`src/rtl/signal_replay_pkg.sv`:
```
// rtl/signal_replay_pkg.sv - symbol encoding constants shared by signal capture and replay
package signal_pkg;
  localparam int DAQT_SIGNAL_DATA = 64;
  localparam int NSLOTS           = 7;
  localparam int SLOT_BITS        = 3;

  localparam logic       PFX_SHORT = 1'b0;
  localparam logic [1:0] PFX_MID   = 2'b10;
  localparam logic [2:0] PFX_LONG  = 3'b110;

  typedef enum logic { SYM_LIT, SYM_RUN } sym_kind_t;
  typedef enum logic { P_IDLE, P_PLAY } play_state_t;
endpackage

```
`src/rtl/signal_replay_if.sv`:
```
// rtl/signal_replay_if.sv - packed bitstream word handshake into the replay block
interface signal_replay_if;
  logic [31:0] in_data;
  logic        in_valid;
  logic        in_ready;

  modport master (output in_data, output in_valid, input in_ready);
  modport slave  (input in_data, input in_valid, output in_ready);
endinterface

```
`src/rtl/signal_replay_bitbuf.sv`:
```
// rtl/signal_replay_bitbuf.sv - 64-bit MSB-first bit buffer with consume and skip-append
module signal_bitbuf
  import signal_pkg::*;
(
  input  logic        clk,
  input  logic        rst,
  input  logic        flush,
  input  logic        consume,
  input  logic [5:0]  consume_n,
  input  logic        append,
  input  logic [31:0] word,
  input  logic [4:0]  skip,
  output logic [31:0] peek,
  output logic [6:0]  count
);
  logic [DAQT_SIGNAL_DATA-1:0] data_q;
  logic [DAQT_SIGNAL_DATA-1:0] base;
  logic [DAQT_SIGNAL_DATA-1:0] fresh;
  logic [6:0]                  base_cnt;
  logic [31:0]                 word_sk;

  // Consume happens before append so a word lands right behind the surviving bits.
  always_comb begin
    base     = data_q;
    base_cnt = count;
    if (flush) begin
      base     = '0;
      base_cnt = '0;
    end else if (consume) begin
      base     = data_q << consume_n;
      base_cnt = count - {1'b0, consume_n};
    end
    word_sk = word << skip;
    fresh   = {word_sk, 32'd0} >> base_cnt;
  end

  always_ff @(posedge clk) begin
    if (rst) begin
      data_q <= '0;
      count  <= '0;
    end else if (append) begin
      data_q <= base | fresh;
      count  <= base_cnt + 7'd32 - {2'b00, skip};
    end else begin
      data_q <= base;
      count  <= base_cnt;
    end
  end

  assign peek = data_q[DAQT_SIGNAL_DATA-1 -: 32];
endmodule

```
`src/rtl/signal_replay.sv`:
```
// rtl/signal_replay.sv - replays a captured signal from its LRU/RLE-coded bitstream
module signal_replay
  import signal_pkg::*;
#(
  parameter int SIG_WIDTH = 18,
  parameter int RLE_BITS  = 20
) (
  input  logic                 clk,
  input  logic                 rst,
  input  logic                 enable,
  input  logic                 sync,
  input  logic [4:0]           sync_skip,
  signal_replay_if.slave       in_if,
  output logic [SIG_WIDTH-1:0] sig_out,
  output logic                 sig_valid,
  output logic                 err_underrun,
  output logic                 err_proto
);
  logic [31:0]          peek;
  logic [6:0]           count;
  logic                 accept, consume, emit;
  logic [4:0]           eff_skip, skip_reg;
  logic                 skip_pend;
  logic [5:0]           sym_len;
  logic                 sym_ok, slot_live, dec_bad;
  sym_kind_t            dec_kind;
  logic [2:0]           dec_slot;
  logic [RLE_BITS-1:0]  dec_cnt;
  logic [SIG_WIDTH-1:0] dec_val;
  play_state_t          state;
  logic [2:0]           play_slot;
  logic [RLE_BITS-1:0]  play_rem;
  logic                 had_sample;
  logic [SIG_WIDTH-1:0] entry [NSLOTS];
  logic [SIG_WIDTH-1:0] entry_nx [NSLOTS];
  logic [NSLOTS-1:0]    valid, valid_nx;
  logic                 acc_lit;
  logic [2:0]           acc_slot;
  logic [SIG_WIDTH-1:0] acc_out;

  assign in_if.in_ready = enable && !rst && (count <= 7'd32);
  assign accept   = in_if.in_valid && in_if.in_ready;
  assign eff_skip = sync ? sync_skip : (skip_pend ? skip_reg : 5'd0);
  assign consume  = !rst && !sync && enable && (state == P_IDLE) && sym_ok;
  assign emit     = (state == P_PLAY) || (sym_ok && !dec_bad);

  signal_bitbuf u_bitbuf (
    .clk       (clk),
    .rst       (rst),
    .flush     (sync),
    .consume   (consume),
    .consume_n (sym_len),
    .append    (accept),
    .word      (in_if.in_data),
    .skip      (eff_skip),
    .peek      (peek),
    .count     (count)
  );

  // Bits past count read as zero, so a partial symbol always looks longer than what is held.
  always_comb begin
    dec_slot  = peek[31:29];
    dec_kind  = SYM_RUN;
    dec_val   = SIG_WIDTH'(peek[28:0] >> (29 - SIG_WIDTH));
    dec_cnt   = '0;
    dec_bad   = 1'b0;
    slot_live = 1'b0;
    if (dec_slot == 3'd0) begin
      dec_kind = SYM_LIT;
      dec_cnt  = RLE_BITS'(1);
      sym_len  = 6'(SLOT_BITS + SIG_WIDTH);
    end else if (peek[28] == PFX_SHORT) begin
      dec_cnt = RLE_BITS'(peek[27:24]);
      sym_len = 6'd8;
    end else if (peek[28:27] == PFX_MID) begin
      dec_cnt = RLE_BITS'(peek[26:19]);
      sym_len = 6'd13;
    end else if (peek[28:26] == PFX_LONG) begin
      dec_cnt = RLE_BITS'(peek[25:0] >> (26 - RLE_BITS));
      sym_len = 6'(SLOT_BITS + 3 + RLE_BITS);
    end else begin
      sym_len = 6'd6;
      dec_bad = 1'b1;
    end
    for (int i = 0; i < NSLOTS; i++)
      if (int'(dec_slot) == i + 1) slot_live = valid[i];
    if (dec_kind == SYM_RUN && (dec_cnt == '0 || !slot_live)) dec_bad = 1'b1;
    sym_ok = ({1'b0, sym_len} <= count);
  end

  // One LRU access per emitted sample; the accessed entry moves to the front.
  always_comb begin
    acc_lit  = (state == P_IDLE) && (dec_kind == SYM_LIT);
    acc_slot = (state == P_PLAY) ? play_slot : dec_slot;
    acc_out  = dec_val;
    for (int i = 0; i < NSLOTS; i++)
      if (!acc_lit && int'(acc_slot) == i + 1) acc_out = entry[i];
    entry_nx = entry;
    valid_nx = valid;
    if (acc_lit) begin
      for (int i = NSLOTS - 1; i > 0; i--) entry_nx[i] = entry[i-1];
      valid_nx = {valid[NSLOTS-2:0], 1'b1};
    end else begin
      for (int i = 1; i < NSLOTS; i++)
        if (i < int'(acc_slot)) entry_nx[i] = entry[i-1];
    end
    entry_nx[0] = acc_out;
  end

  always_ff @(posedge clk) begin
    if (rst) begin
      state        <= P_IDLE;
      play_slot    <= '0;
      play_rem     <= '0;
      sig_out      <= '0;
      sig_valid    <= 1'b0;
      err_underrun <= 1'b0;
      err_proto    <= 1'b0;
      had_sample   <= 1'b0;
      valid        <= '0;
      entry        <= '{default: '0};
      skip_pend    <= 1'b0;
      skip_reg     <= '0;
    end else begin
      if (sync) begin
        skip_pend <= !accept;
        skip_reg  <= sync_skip;
      end else if (accept) begin
        skip_pend <= 1'b0;
      end

      if (sync) begin
        state      <= P_IDLE;
        valid      <= '0;
        sig_valid  <= 1'b0;
        had_sample <= 1'b0;
      end else if (enable) begin
        if (emit) begin
          sig_out    <= acc_out;
          sig_valid  <= 1'b1;
          entry      <= entry_nx;
          valid      <= valid_nx;
          had_sample <= 1'b1;
        end else begin
          sig_valid <= 1'b0;
        end

        if (state == P_PLAY) begin
          play_rem <= play_rem - RLE_BITS'(1);
          if (play_rem == RLE_BITS'(1)) state <= P_IDLE;
        end else if (sym_ok) begin
          if (dec_bad) begin
            err_proto <= 1'b1;
          end else begin
            play_slot <= dec_slot;
            play_rem  <= dec_cnt - RLE_BITS'(1);
            if (dec_cnt > RLE_BITS'(1)) state <= P_PLAY;
          end
        end else if (had_sample) begin
          err_underrun <= 1'b1;
        end
      end
    end
  end
endmodule
```
`src/flat_wrapper.sv`:
```
// flat-port wrapper written by rule: the top's interface ports become plain ports
module signal_replay_flat import signal_pkg::*;
#(
  parameter int SIG_WIDTH = 18,
  parameter int RLE_BITS  = 20
)
  (clk, rst, enable, sync, sync_skip, sig_out, sig_valid, err_underrun, err_proto, in_if_in_data, in_if_in_valid, in_if_in_ready);
  signal_replay_if in_if_i ();
  input  logic clk;
  input  logic rst;
  input  logic enable;
  input  logic sync;
  input  logic [4:0] sync_skip;
  output logic [SIG_WIDTH-1:0] sig_out;
  output logic sig_valid;
  output logic err_underrun;
  output logic err_proto;
  input wire logic [$bits(in_if_i.in_data)-1:0] in_if_in_data;
  input wire logic [$bits(in_if_i.in_valid)-1:0] in_if_in_valid;
  output wire logic [$bits(in_if_i.in_ready)-1:0] in_if_in_ready;
  assign in_if_i.in_data = in_if_in_data;
  assign in_if_i.in_valid = in_if_in_valid;
  assign in_if_in_ready = in_if_i.in_ready;
  signal_replay #(.SIG_WIDTH(SIG_WIDTH), .RLE_BITS(RLE_BITS)) u_core (.clk(clk), .rst(rst), .enable(enable), .sync(sync), .sync_skip(sync_skip), .in_if(in_if_i), .sig_out(sig_out), .sig_valid(sig_valid), .err_underrun(err_underrun), .err_proto(err_proto));
endmodule
```
`config.mk`:
```
export PLATFORM = sky130hd
export DESIGN_NAME = signal_replay_flat
export DESIGN_NICKNAME = d
export VERILOG_FILES = /design/src/rtl/signal_replay_pkg.sv /design/src/rtl/signal_replay_if.sv /design/src/rtl/signal_replay_bitbuf.sv /design/src/rtl/signal_replay.sv /design/src/flat_wrapper.sv
export SDC_FILE = /design/constraint.sdc
export NUM_CORES = 1
export LEC_CHECK = 0
export BUFFER_PORTS_ARGS = -buffer_cell sky130_fd_sc_hd__buf_2
export CAP_MARGIN = 10
export CORE_MARGIN = 4
export CORE_UTILIZATION = 25
export DETAILED_ROUTE_END_ITERATION = 6
export GPL_ROUTABILITY_DRIVEN = 1
export PLACE_DENSITY = 0.42
export RECOVER_POWER = 100
export SETUP_SLACK_MARGIN = 0.05
export SYNTH_ARGS = -nofsm -noshare
export SYNTH_HDL_FRONTEND = slang
export SYNTH_SLANG_ARGS = --single-unit
```
`constraint.sdc`:
```
create_clock -name clk -period 6.9 [get_ports clk]
set_input_delay 0.345 -clock clk [delete_from_list [all_inputs] [get_ports clk]]
set_output_delay 0.345 -clock clk [all_outputs]
set_load 0.05 [all_outputs]
```
==> results by group <==
STA
  – Worst slew pin tran: 1.54 ns
  – Final Max Tran Viols: 34
  – Final Skew: 0.0270 ns
  – Minimum clock period: 6.35 ns
  – Hold Vio Cnt, Final: 0
  – RSZ-0062 raised after global routing: no
  – Setup tns final: 0 ns
  – Max_slew headroom: -2.99%
  – Final setup violation count: 0
  – Fin crit share: 92.0%
  – Highest clock rate: 157 MHz

Worst setup path
  – Crit. End Element: flop
  – Critical path peak fanout: 49
  – R2R depth: 16
  – Crit-path most repeated cell: nor2_1
  – Worst path arrival time: ~6.8 ns
  – Critical-path cell list: nand2_1 -> nor2_1 -> inv_1 -> ha_1 -> a21o_1 -> maj3_1 -> a21o_1 -> o21ai_4 -> clkbuf_2 -> nor2_1 -> mux2_1 -> clkbuf_2 -> nor2_1 -> nand2_1 -> and3_1 -> a311oi_1
  – Worst path slowest cell: nor2_1
  – Critical Path RT: 7.37 ns
  – Critical path class: reg2reg
  – Critical Path Source Type: flop
  – Crit path largest cell delay: 0.94 ns

Route
  – DR pass1 iterations: 6
  – Iter 0 DRT Violations: 2048
  – DR vias/cell: 5.71
  – Via total after detailed routing: 20088
  – DR DRC count: 0
  – Drt total wl: 80800 um
  – Drt wl/cell: 22.9 um
  – Post-route ant nets: 0

Cells and area
  – Largest reg by FF count: u_core.entry
  – Commonest non-fill, non-tap cell in the layout: nand2_1
  – Fin nets: about 2600
  – Max reg flops: between 100 and 150
  – Largest registers: u_core.entry: 126 flops, u_core.u_bitbuf.data_q: 64 flops, u_core.play_rem: 20 flops
  – Design area: approximately 21000 um^2
  – Non-Filler Instances: 3521
  – Filler instances: around 8000
  – Share of layout cells above drive strength 1: 7.60%
  – Area Overhead vs Synth: 10.7%
  – Most frequent cells in the layout: nand2_1, a21oi_1, nor2_1, mux2i_1, dfxtp_1

Clock tree
  – Post-CTS Setup Inserts: 0
  – CTS resizes: 0
  – CTS Buf Count: 29
  – H-tree Lvls: 1
  – Clk_lat worst skew: 0.59 ns
  – # clock sinks: roughly 240
  – TritonCTS clock tree: built
  – Longest Clk Path Bufs: 3
  – Clock Tree Root: clkbuf_16
  – # hold bufs at CTS: 0
  – Clock transition at the registers of the reported paths: 0.06 ns

Floorplan
  – Die area: 79700 um^2
  – Cell Rows: 100
  – Chip height: around 280 um
  – Initial Utilization: 25.2%
  – Core Region: ~75000 um^2
  – # IOs: 64
  – DIE WIDTH: 282 um

Place
  – Placer Congestion: between 0.9 and 1
  – Buffers on Ports: 63
  – HPWL Detailed: 57400 um
  – Inst Count DP: 3470
  – Placed cell area: 19900 um^2

Power and ir drop
  – Cell Int Power: approximately 2800 uW
  – Leak Pwr: ~0.0080 uW
  – Clk pwr share: 39.0%
  – Sw Pwr: 1540 uW
  – Maximum vdd drop: ~0.13 mV
  – Sequential power share: 33.1%
  – Logic pwr share: around 28%
  – Switch share: between 30% and 40%
  – PD cells: 210 nW/um^2

Global routing
  – Initial antenna violation count: 0
  – First-pass GRT wire length: 122000 um
  – GRT Total Usage: ~20%
  – Vias in the first global route: just under 20000
  – Largest net degree at the start of global routing: 73
  – GRT Residual Overflow: 0

Yosys
  – Ys Warns: 0
  – Synth Register Bits: 238
  – Mapped Area: 18800 um^2
  – Number of synthesized flops with an enable pin: 0
  – Top_reg_cell synth: dfxtp_1
  – Netlist cell types: 85
  – Syn nets: 2682
  – Mapped Cells: roughly 2600
  – Synth async-reset ratio: 0%
  – Sequential area share after synthesis: 25.3%
  – Syn avg cell area: 7.18 um^2

Worst hold path
  – Hold path depth: 2
  – Worst Hold Class: in2reg

Flow run
  – Max Cap Viol: 1

Outcome
  – Status: complete, but fails checks
  – Failing checks: capacitance limit, slew limit
per-stage QoR:
step | hold WS [ns] | utilization (%) | total power [uW] | setup WS (ns)
detailed placement | 0.442 | 26.7 | 2680 | 0.993
finish | 0.0318 | 27.9 | 4380 | 0.550
floorplan | 0.426 | - | 2290 | 1.15
global route | 0.0227 | 27.9 | 4560 | 0.289
CTS | 0.0141 | 28.1 | 4410 | 0.953
global placement | 0.438 | 26.7 | 2680 | 1.11
power by group through the flow:
stage / combinational (uW) / sequential, uW / clock [uW]
4_1_cts: 1210 / 1450 / 1750
5_1_grt: 1310 / 1450 / 1800
3_3_place_gp: 1210 / 1480 / 0
3_5_place_dp: 1200 / 1480 / 0
2_1_floorplan: 848 / 1440 / 0
6_report: 1220 / 1450 / 1710
synth_stat cells, drive strengths merged (28+ instances only):
master / count / area, um^2
a211oi: 55 / 413
a21oi: 317 / 1590
a22oi: 41 / 308
buf: 56 / 330
clkbuf: 190 / 713
dfxtp: 238 / 4760
inv: 35 / 131
mux2: 28 / 319
mux2i: 263 / 2650
nand2: 372 / 1400
nand3: 78 / 390
nor2: 301 / 1130
nor3: 31 / 160
o21ai: 168 / 845
o221ai: 43 / 377
o22ai: 53 / 332
worst paths after layout:
path	start	end	slack, ns
worst min-delay path	in_if_in_valid	u_core.skip_pend$_SDFFE_PP0P_	0.03
worst min register to register	u_core.had_sample$_SDFFE_PP0P_	u_core.had_sample$_SDFFE_PP0P_	0.45
worst max-delay path	u_core.u_bitbuf.data_q[59]$_SDFF_PP0_	u_core.u_bitbuf.data_q[6]$_SDFF_PP0_	0.55
worst max register to register	u_core.u_bitbuf.data_q[59]$_SDFF_PP0_	u_core.u_bitbuf.data_q[6]$_SDFF_PP0_	0.55
critical path: cells and delay by family, from the launching register on:
| family | cells | cell delay, ns |
|---|---|---|
| compound gates | 4 | 0.93 |
| flops | 1 | 0.74 |
| buf+inv | 3 | 1.27 |
| mux | 1 | 0.37 |
| fa+ha+maj | 2 | 0.68 |
| simple gates | 6 | 2.23 |
layer usage:
metal	global-route usage (%)	vias to the layer above	routed length [um]	share of wire, %
li1	-	9425	-	-
met1	25.5	9633	34700	43
met2	33.1	871	38000	47
met3	2.59	159	5170	6.4
met4	6.33	0	2910	3.6
met5	0	-	0	0
area by class of cell:
cell class                      count  area, um^2  share of cell area (%)
Multi-Input combinational cell   2096       12900                    62.0
Clock buffer                       39         823                    3.95
Clock inverter                     11         220                    1.06
Inverter                           40         150                   0.721
Timing Repair Buffer              127         744                    3.57
Antenna cell                        1        2.50                  0.0120
Tap cell                          969        1210                    5.82
Sequential cell                   238        4770                    22.9
cell families (layout without fill, tap and decap cells):
group | Yosys count | count (layout) | synth area share [%]
buffers and inverters | 286 | 217 | 6.34
DFF | 238 | 238 | 25.3
other | 0 | 1 | 0
AOI/OAI and AO/OA | 886 | 886 | 29.8
adders and majority gates | 23 | 23 | 1.58
muxes | 298 | 298 | 16.6
and+or+nand+nor | 871 | 871 | 19.5
xor gates and xnor gates | 18 | 18 | 0.838
No activity file was read; power rests on OpenSTA's default activity.
